`config.mk`:
```
export PLATFORM = sky130hd
export DESIGN_NAME = fifo_multiport_flat
export DESIGN_NICKNAME = d
export VERILOG_FILES = /design/src/rtl/fifo_pkg.sv /design/src/rtl/fifo_multiport_if.sv /design/src/rtl/fifo_lane_grant.sv /design/src/rtl/fifo_multiport.sv /design/src/flat_wrapper.sv
export SDC_FILE = /design/constraint.sdc
export NUM_CORES = 2
export LEC_CHECK = 0
export ABC_AREA = 0
export BUFFER_PORTS_ARGS = -buffer_cell sky130_fd_sc_hd__buf_2
export CAP_MARGIN = 25
export CORE_MARGIN = 4
export CORE_UTILIZATION = 25
export DETAILED_ROUTE_END_ITERATION = 10
export GPL_TIMING_DRIVEN = 1
export PLACE_DENSITY_LB_ADDON = 0.25
export RECOVER_POWER = 50
export SLEW_MARGIN = 10
export SYNTH_ARGS = -nofsm -noshare
export SYNTH_HDL_FRONTEND = slang
export SYNTH_HIERARCHICAL = 1
export SYNTH_SLANG_ARGS = --single-unit
```
`constraint.sdc`:
```
create_clock -name clock -period 9.15 [get_ports clock]
set_input_delay 1.3725 -clock clock [delete_from_list [all_inputs] [get_ports clock]]
set_output_delay 1.3725 -clock clock [all_outputs]
set_load 0.05 [all_outputs]
```
`src/rtl/fifo_pkg.sv`:
```
// Shared helpers for the multi-port FIFO: width math, modular pointer add,
// popcount and min.
package fifo_pkg;

    function automatic int cnt_bits(input int depth);
        return $clog2(depth + 1);
    endfunction

    function automatic int ptr_bits(input int depth);
        return (depth > 1) ? $clog2(depth) : 1;
    endfunction

    // Compare-and-subtract wrap, so any DEPTH works; requires ptr < depth, inc <= depth.
    function automatic int unsigned ptr_add(input int unsigned ptr,
                                            input int unsigned inc,
                                            input int unsigned depth);
        int unsigned sum;
        sum = ptr + inc;
        if (sum >= depth) sum = sum - depth;
        return sum;
    endfunction

    function automatic int unsigned popcount(input logic [31:0] v);
        int unsigned n;
        n = 0;
        for (int i = 0; i < 32; i++) n = n + 32'(v[i]);
        return n;
    endfunction

    function automatic int unsigned umin(input int unsigned a, input int unsigned b);
        return (a < b) ? a : b;
    endfunction

endpackage

```
`src/rtl/fifo_multiport_if.sv`:
```
// Multi-lane FIFO bus: per-lane write/read handshakes plus registered status.
interface fifo_multiport_if
    import fifo_pkg::*;
#(
    parameter int DEPTH   = 32,
    parameter int WIDTH   = 16,
    parameter int NUM_WR  = 2,
    parameter int NUM_RD  = 2,
    parameter int MAX_CNT = 3
);
    localparam int CNT_W  = cnt_bits(DEPTH);
    localparam int SPOT_W = $clog2(MAX_CNT + 1);

    logic [NUM_WR-1:0]             wr_en;
    logic [NUM_WR-1:0][WIDTH-1:0]  wr_data;
    logic [NUM_WR-1:0]             wr_valid;
    logic [NUM_RD-1:0]             rd_en;
    logic [NUM_RD-1:0][WIDTH-1:0]  rd_data;
    logic [NUM_RD-1:0]             rd_valid;
    logic [CNT_W-1:0]              count;
    logic [SPOT_W-1:0]             spots;
    logic                          full;
    logic                          empty;

    modport master (
        output wr_en, wr_data, rd_en,
        input  wr_valid, rd_data, rd_valid, count, spots, full, empty
    );

    modport slave (
        input  wr_en, wr_data, rd_en,
        output wr_valid, rd_data, rd_valid, count, spots, full, empty
    );

endinterface

```
`src/rtl/fifo_lane_grant.sv`:
```
// Grants the lowest-index set lanes of en, at most 'limit' of them, and
// reports each lane's rank among the granted lanes.
module fifo_lane_grant #(
    parameter int N  = 2,
    parameter int RW = (N > 1) ? $clog2(N) : 1
) (
    input  logic [N-1:0]         en,
    input  logic [31:0]          limit,
    output logic [N-1:0]         grant,
    output logic [N-1:0][RW-1:0] rank
);

    always_comb begin
        int unsigned taken;
        taken = 0;
        grant = '0;
        rank  = '0;
        for (int i = 0; i < N; i++) begin
            rank[i] = RW'(taken);
            if (en[i] && (taken < limit)) begin
                grant[i] = 1'b1;
                taken    = taken + 1;
            end
        end
    end

endmodule

```
`src/rtl/fifo_multiport.sv`:
```
// Multi-write / multi-read synchronous FIFO with strict lane-ascending order,
// same-cycle reuse of slots freed by reads, and no write-to-read bypass.
module fifo_multiport
    import fifo_pkg::*;
#(
    parameter int DEPTH   = 32,
    parameter int WIDTH   = 16,
    parameter int NUM_WR  = 2,
    parameter int NUM_RD  = 2,
    parameter int MAX_CNT = 3
) (
    input logic              clock,
    input logic              reset,
    fifo_multiport_if.slave  bus
);

    localparam int CNT_W  = cnt_bits(DEPTH);
    localparam int PTR_W  = ptr_bits(DEPTH);
    localparam int SPOT_W = $clog2(MAX_CNT + 1);
    localparam int RRW    = (NUM_RD > 1) ? $clog2(NUM_RD) : 1;
    localparam int WRW    = (NUM_WR > 1) ? $clog2(NUM_WR) : 1;

    logic [WIDTH-1:0]            mem_q [DEPTH];
    logic [WIDTH-1:0]            mem_d [DEPTH];
    logic [PTR_W-1:0]            head_q, head_d;
    logic [PTR_W-1:0]            tail_q, tail_d;
    logic [CNT_W-1:0]            count_q, count_d;

    logic [NUM_RD-1:0]           rd_grant, rd_ok;
    logic [NUM_RD-1:0][RRW-1:0]  rd_rank;
    logic [NUM_WR-1:0]           wr_grant, wr_ok;
    logic [NUM_WR-1:0][WRW-1:0]  wr_rank;
    int unsigned                 rd_num, wr_num, wr_room, free_slots;

    fifo_lane_grant #(.N(NUM_RD), .RW(RRW)) u_rd_grant (
        .en    (bus.rd_en),
        .limit (32'(count_q)),
        .grant (rd_grant),
        .rank  (rd_rank)
    );

    // Slots vacated by this cycle's reads are offered to this cycle's writes.
    assign rd_num  = popcount(32'(rd_ok));
    assign wr_room = 32'(DEPTH) - 32'(count_q) + rd_num;

    fifo_lane_grant #(.N(NUM_WR), .RW(WRW)) u_wr_grant (
        .en    (bus.wr_en),
        .limit (wr_room),
        .grant (wr_grant),
        .rank  (wr_rank)
    );

    // Held in reset: no lane may report a grant.
    assign rd_ok  = rd_grant & {NUM_RD{reset}};
    assign wr_ok  = wr_grant & {NUM_WR{reset}};
    assign wr_num = popcount(32'(wr_ok));

    assign bus.rd_valid = rd_ok;
    assign bus.wr_valid = wr_ok;

    always_comb begin
        for (int j = 0; j < NUM_RD; j++) begin
            bus.rd_data[j] = mem_q[PTR_W'(ptr_add(32'(head_q), 32'(rd_rank[j]), DEPTH))];
        end
    end

    always_comb begin
        mem_d = mem_q;
        for (int i = 0; i < NUM_WR; i++) begin
            if (wr_ok[i]) begin
                mem_d[PTR_W'(ptr_add(32'(tail_q), 32'(wr_rank[i]), DEPTH))] = bus.wr_data[i];
            end
        end
    end

    always_comb begin
        head_d  = PTR_W'(ptr_add(32'(head_q), rd_num, DEPTH));
        tail_d  = PTR_W'(ptr_add(32'(tail_q), wr_num, DEPTH));
        count_d = CNT_W'(32'(count_q) + wr_num - rd_num);
    end

    // Storage keeps its contents across reset.
    always_ff @(posedge clock) begin
        mem_q <= mem_d;
    end

    always_ff @(posedge clock or negedge reset) begin
        if (!reset) begin
            head_q  <= '0;
            tail_q  <= '0;
            count_q <= '0;
        end else begin
            head_q  <= head_d;
            tail_q  <= tail_d;
            count_q <= count_d;
        end
    end

    assign free_slots = 32'(DEPTH) - 32'(count_q);

    always_comb begin
        bus.count = count_q;
        bus.full  = (count_q == CNT_W'(DEPTH));
        bus.empty = (count_q == '0);
        bus.spots = SPOT_W'(umin(32'(MAX_CNT), free_slots));
    end

endmodule

```
`src/flat_wrapper.sv`:
```
// flat-port wrapper written by rule: the top's interface ports become plain ports
module fifo_multiport_flat import fifo_pkg::*;
#(
    parameter int DEPTH   = 32,
    parameter int WIDTH   = 16,
    parameter int NUM_WR  = 2,
    parameter int NUM_RD  = 2,
    parameter int MAX_CNT = 3
)
  (clock, reset, bus_wr_en, bus_wr_data, bus_rd_en, bus_wr_valid, bus_rd_data, bus_rd_valid, bus_count, bus_spots, bus_full, bus_empty);
  fifo_multiport_if #(.DEPTH(DEPTH), .WIDTH(WIDTH), .NUM_WR(NUM_WR), .NUM_RD(NUM_RD), .MAX_CNT(MAX_CNT)) bus_i ();
  input logic clock;
  input logic reset;
  input wire logic [$bits(bus_i.wr_en)-1:0] bus_wr_en;
  input wire logic [$bits(bus_i.wr_data)-1:0] bus_wr_data;
  input wire logic [$bits(bus_i.rd_en)-1:0] bus_rd_en;
  output wire logic [$bits(bus_i.wr_valid)-1:0] bus_wr_valid;
  output wire logic [$bits(bus_i.rd_data)-1:0] bus_rd_data;
  output wire logic [$bits(bus_i.rd_valid)-1:0] bus_rd_valid;
  output wire logic [$bits(bus_i.count)-1:0] bus_count;
  output wire logic [$bits(bus_i.spots)-1:0] bus_spots;
  output wire logic [$bits(bus_i.full)-1:0] bus_full;
  output wire logic [$bits(bus_i.empty)-1:0] bus_empty;
  assign bus_i.wr_en = bus_wr_en;
  assign bus_i.wr_data = bus_wr_data;
  assign bus_i.rd_en = bus_rd_en;
  assign bus_wr_valid = bus_i.wr_valid;
  assign bus_rd_data = bus_i.rd_data;
  assign bus_rd_valid = bus_i.rd_valid;
  assign bus_count = bus_i.count;
  assign bus_spots = bus_i.spots;
  assign bus_full = bus_i.full;
  assign bus_empty = bus_i.empty;
  fifo_multiport #(.DEPTH(DEPTH), .WIDTH(WIDTH), .NUM_WR(NUM_WR), .NUM_RD(NUM_RD), .MAX_CNT(MAX_CNT)) u_core (.clock(clock), .reset(reset), .bus(bus_i));
endmodule
```
==> results.md <==
* Tot GR Track Use at 18.8%
* RR Endpoint: u_core/mem_q[388]
* Hold endpoint: u_core/mem_q[367]
* DRT Pass-1 Iters at 5
* # fillers at 14066
* Max_cap viols at 10
* Register area share after synthesis at between 30% and 40%
* Crit path launch type: register
* Root Driver: clkbuf_16
* Peak supply drop at between 0.4 and 0.5 mV
* EDFF count, synth at 0
* Fin Clk Skew at 28.8 ps
* Layout area overhead at 12.0%
* R2R depth at 24
* Post-Place Cells at between 4000 and 5000
* Setup TNS Final at 0 ps
* Top cell type's share of synthesized area at 30.0%
* Total CTS buffers at between 60 and 70
* Pwr dens at 453 nW/µm²
* Initial DRC Count at 2791
* Synth Instances at about 3300
* Total grt overflow at 0
* Die Y-Extent at 378 µm
* Net switching power at 7970 µW
* Register area at 10700 µm²
* Slowest-stage cell, CP: clkbuf_2
* Post-Syn Area at 34200 µm²
* Pint at 9370 µW
* Worst path top cell family by delay: buffers and inverters
* Crit-path cells: nor4_1, and4_1, a31oi_1, ha_1, clkbuf_2, mux4_2, mux2i_1, a32o_1, a221oi_1, clkbuf_1
* Initial Util at between 20% and 30%
* YS warnings at 6
* Core ar. at roughly 140000 µm²
* Relative slew slack at -46.1%
* Final non-filler cell total at 5001
* Clock-pin slew on the worst setup and hold paths at 60 ps
* Vias in the first global route at 26947
* Hold path start: u_core/mem_q[367]
* Die width at 378 µm
* Status: finished, violations left
* Post-DRT Antenna Nets at 0
* CP Capture Type: primary output
* Initial antenna violation count at 8
* Wirelength, routed at 138000 µm
* Crit-path max cell delay at roughly 1300 ps
* DIE AREA at roughly 140000 µm²
* Layout cells sized above 1 at ~28%
* DRC at 0
* Hold Path Class: register to register
* Period utilization at 84.4%
* Sequential power share at ~25%
* I/O Buffers at 83
* CTS tree: done
* Resized Gates After CTS at 0
* Post-place instance area at approximately 36000 µm²
* Final Core Density at between 20% and 30%
* Crit Path Max Fanout at 34
* Comb power frac at between 50% and 60%
* Worst slew pin tran at 2190 ps
* Commonest non-fill, non-tap cell in the layout: dfxtp_1
* Fin. Hold Viols at 0
* Fmax at 129 MHz
* Critical path class: register to primary output
* Syn avg cell area at 10.4 µm²
* Largest net degree at the start of global routing at 65
* CTS Buffer Depth at 3
* Core Rows at 135
* Hold depth at 2
* Failing checks: capacitance limit, slew limit
* Final setup violation count at 0
* Period minus WS final at 7720 ps
* Clock tree sinks at 528
* R2r setup slk at between 2000 and 2500 ps
* Wire per inst at 27.6 µm
* Mean number of vias per cell at 5.60
* Via count at approximately 28000
* Dpl hpwl at 84700 µm
* Asr flop ratio synth at 3.03%
* Synth area leaders: dfxtp_1, mux4_2, mux2_4
* FF+latch count, synth at about 530
* Clock share of power at approximately 16%
* Unrepaired setup endpoints after global routing: no
* Design Power at 17300 µW
* Placer Congestion at 0.831
* CP required at 7780 ps
* WP data arrival at 6350 ps
* FF-to-FF Start: u_core/bus.count[5]
* I/O pin total at 84
* Top FF cell, synth: dfxtp_1
* Number of post-CTS setup repair buffers at 0
* Footprint of the multi-input gates at approximately 22000 µm²
* Nets at 3238
* Worst skew pair latency at 630 ps
* First-pass GRT wire length at between 150000 and 200000 µm
* Area leader, netlist: dfxtp_1
* Max-slew violation count at 295
* Commonest non-fill, non-tap cells in the layout: dfxtp_1, nand2_1, mux4_2, a31oi_1, mux2_2
* P_leak at roughly 0.015 µW
* Hold buffer count at cts at 0
* CTS H-tree depth at 3
* Sw Ratio at 45.9%
* Worst path bufs/invs at 2
* Unique masters post-synth at 74
* Final Cell Area at between 30000 and 40000 µm²
cells by family (layout without fill, tap and decap cells):
logic type,count (synthesis),in the layout,synth area share (%)
adder cells (fa/ha/maj),37,37,1.40
XOR/XNOR,27,27,0.736
flip-flops,528,528,31.2
other,3,33,0.0330
buffers and inverters,407,326,5.46
AND/OR/NAND/NOR,845,845,11.6
AO/OA/AOI/OAI,541,541,10.8
multiplexers,883,883,38.8
how the worst max path moves through the flow:
stage | startpoint | slack (ps) | depth (start not counted) | end
3_5_place_dp | reset | 1810 | 19 | u_core/mem_q[25]
5_1_grt | reset | 920 | 22 | u_core/mem_q[119]
6_report | u_core/bus.count[5] | 1430 | 10 | bus_rd_data[20]
4_1_cts | reset | 2480 | 19 | u_core/mem_q[25]
2_1_floorplan | bus_rd_en[0] | 2470 | 25 | u_core/mem_q[438]
3_3_place_gp | reset | 1890 | 19 | u_core/mem_q[27]
through the flow:
stage               setup slack [ps]  hold slack [ps]
global route                     919              504
global placement                1890              460
floorplan                       2470              447
CTS                             2480              479
detailed placement              1810              471
finish                          1430              475
synth_stat cells (9+ instances only):
library cell / count
a21oi_1: 29
a31oi_4: 10
nor3_1: 139
nor2_1: 151
dfrtp_1: 16
inv_1: 30
buf_6: 22
mux4_2: 256
buf_2: 76
nand2b_1: 14
nand2_1: 315
o21ai_0: 129
a32o_1: 34
mux2_4: 150
o21ai_1: 9
nand3_1: 150
dfxtp_1: 512
mux2i_1: 114
a221oi_1: 32
clkbuf_1: 251
nor4_1: 16
a31oi_1: 245
ha_1: 35
buf_4: 18
mux2_1: 166
mux2_2: 197
xnor2_1: 17
tightest hold or removal path, cell delays in order (launching register included):
cell     delay [ps]
dfxtp_1         310
nand2_1          60
a31oi_1          60
flip-flops by register name, indices dropped and copies added (netlist names):
signal / cells
u_core/tail_q: 5
u_core/mem_q: 512
u_core/bus.count: 6
u_core/head_q: 5
layer usage:
layer  track usage [%]  vias up  part of all wire (%)
met2              28.5     1228                    44
li1                  -    12138                     -
met4              5.75        2                   3.2
met1              26.8    14427                    45
met3              3.83      220                   7.8
met5                 0        -                 0.014
final cells by class:
class | count | area share (%)
multi-input combinational | 2361 | 57.0
sequential | 528 | 27.8
tap | 1781 | 5.82
clock buffer | 100 | 5.16
timing repair buffer | 173 | 3.05
clock inverter | 21 | 0.782
inverter | 32 | 0.314
antenna | 5 | 0.0327
power by group through the flow:
stage | combinational, µW | sequential [µW] | clock, µW
after floorplan | 7270 | 4030 | 0
after global placement | 10000 | 4320 | 0
after detailed placement | 10100 | 4350 | 0
after CTS | 10100 | 4310 | 2850
after global routing | 10700 | 4470 | 2940
final | 10200 | 4330 | 2800
(Power assumes the default switching activity.)
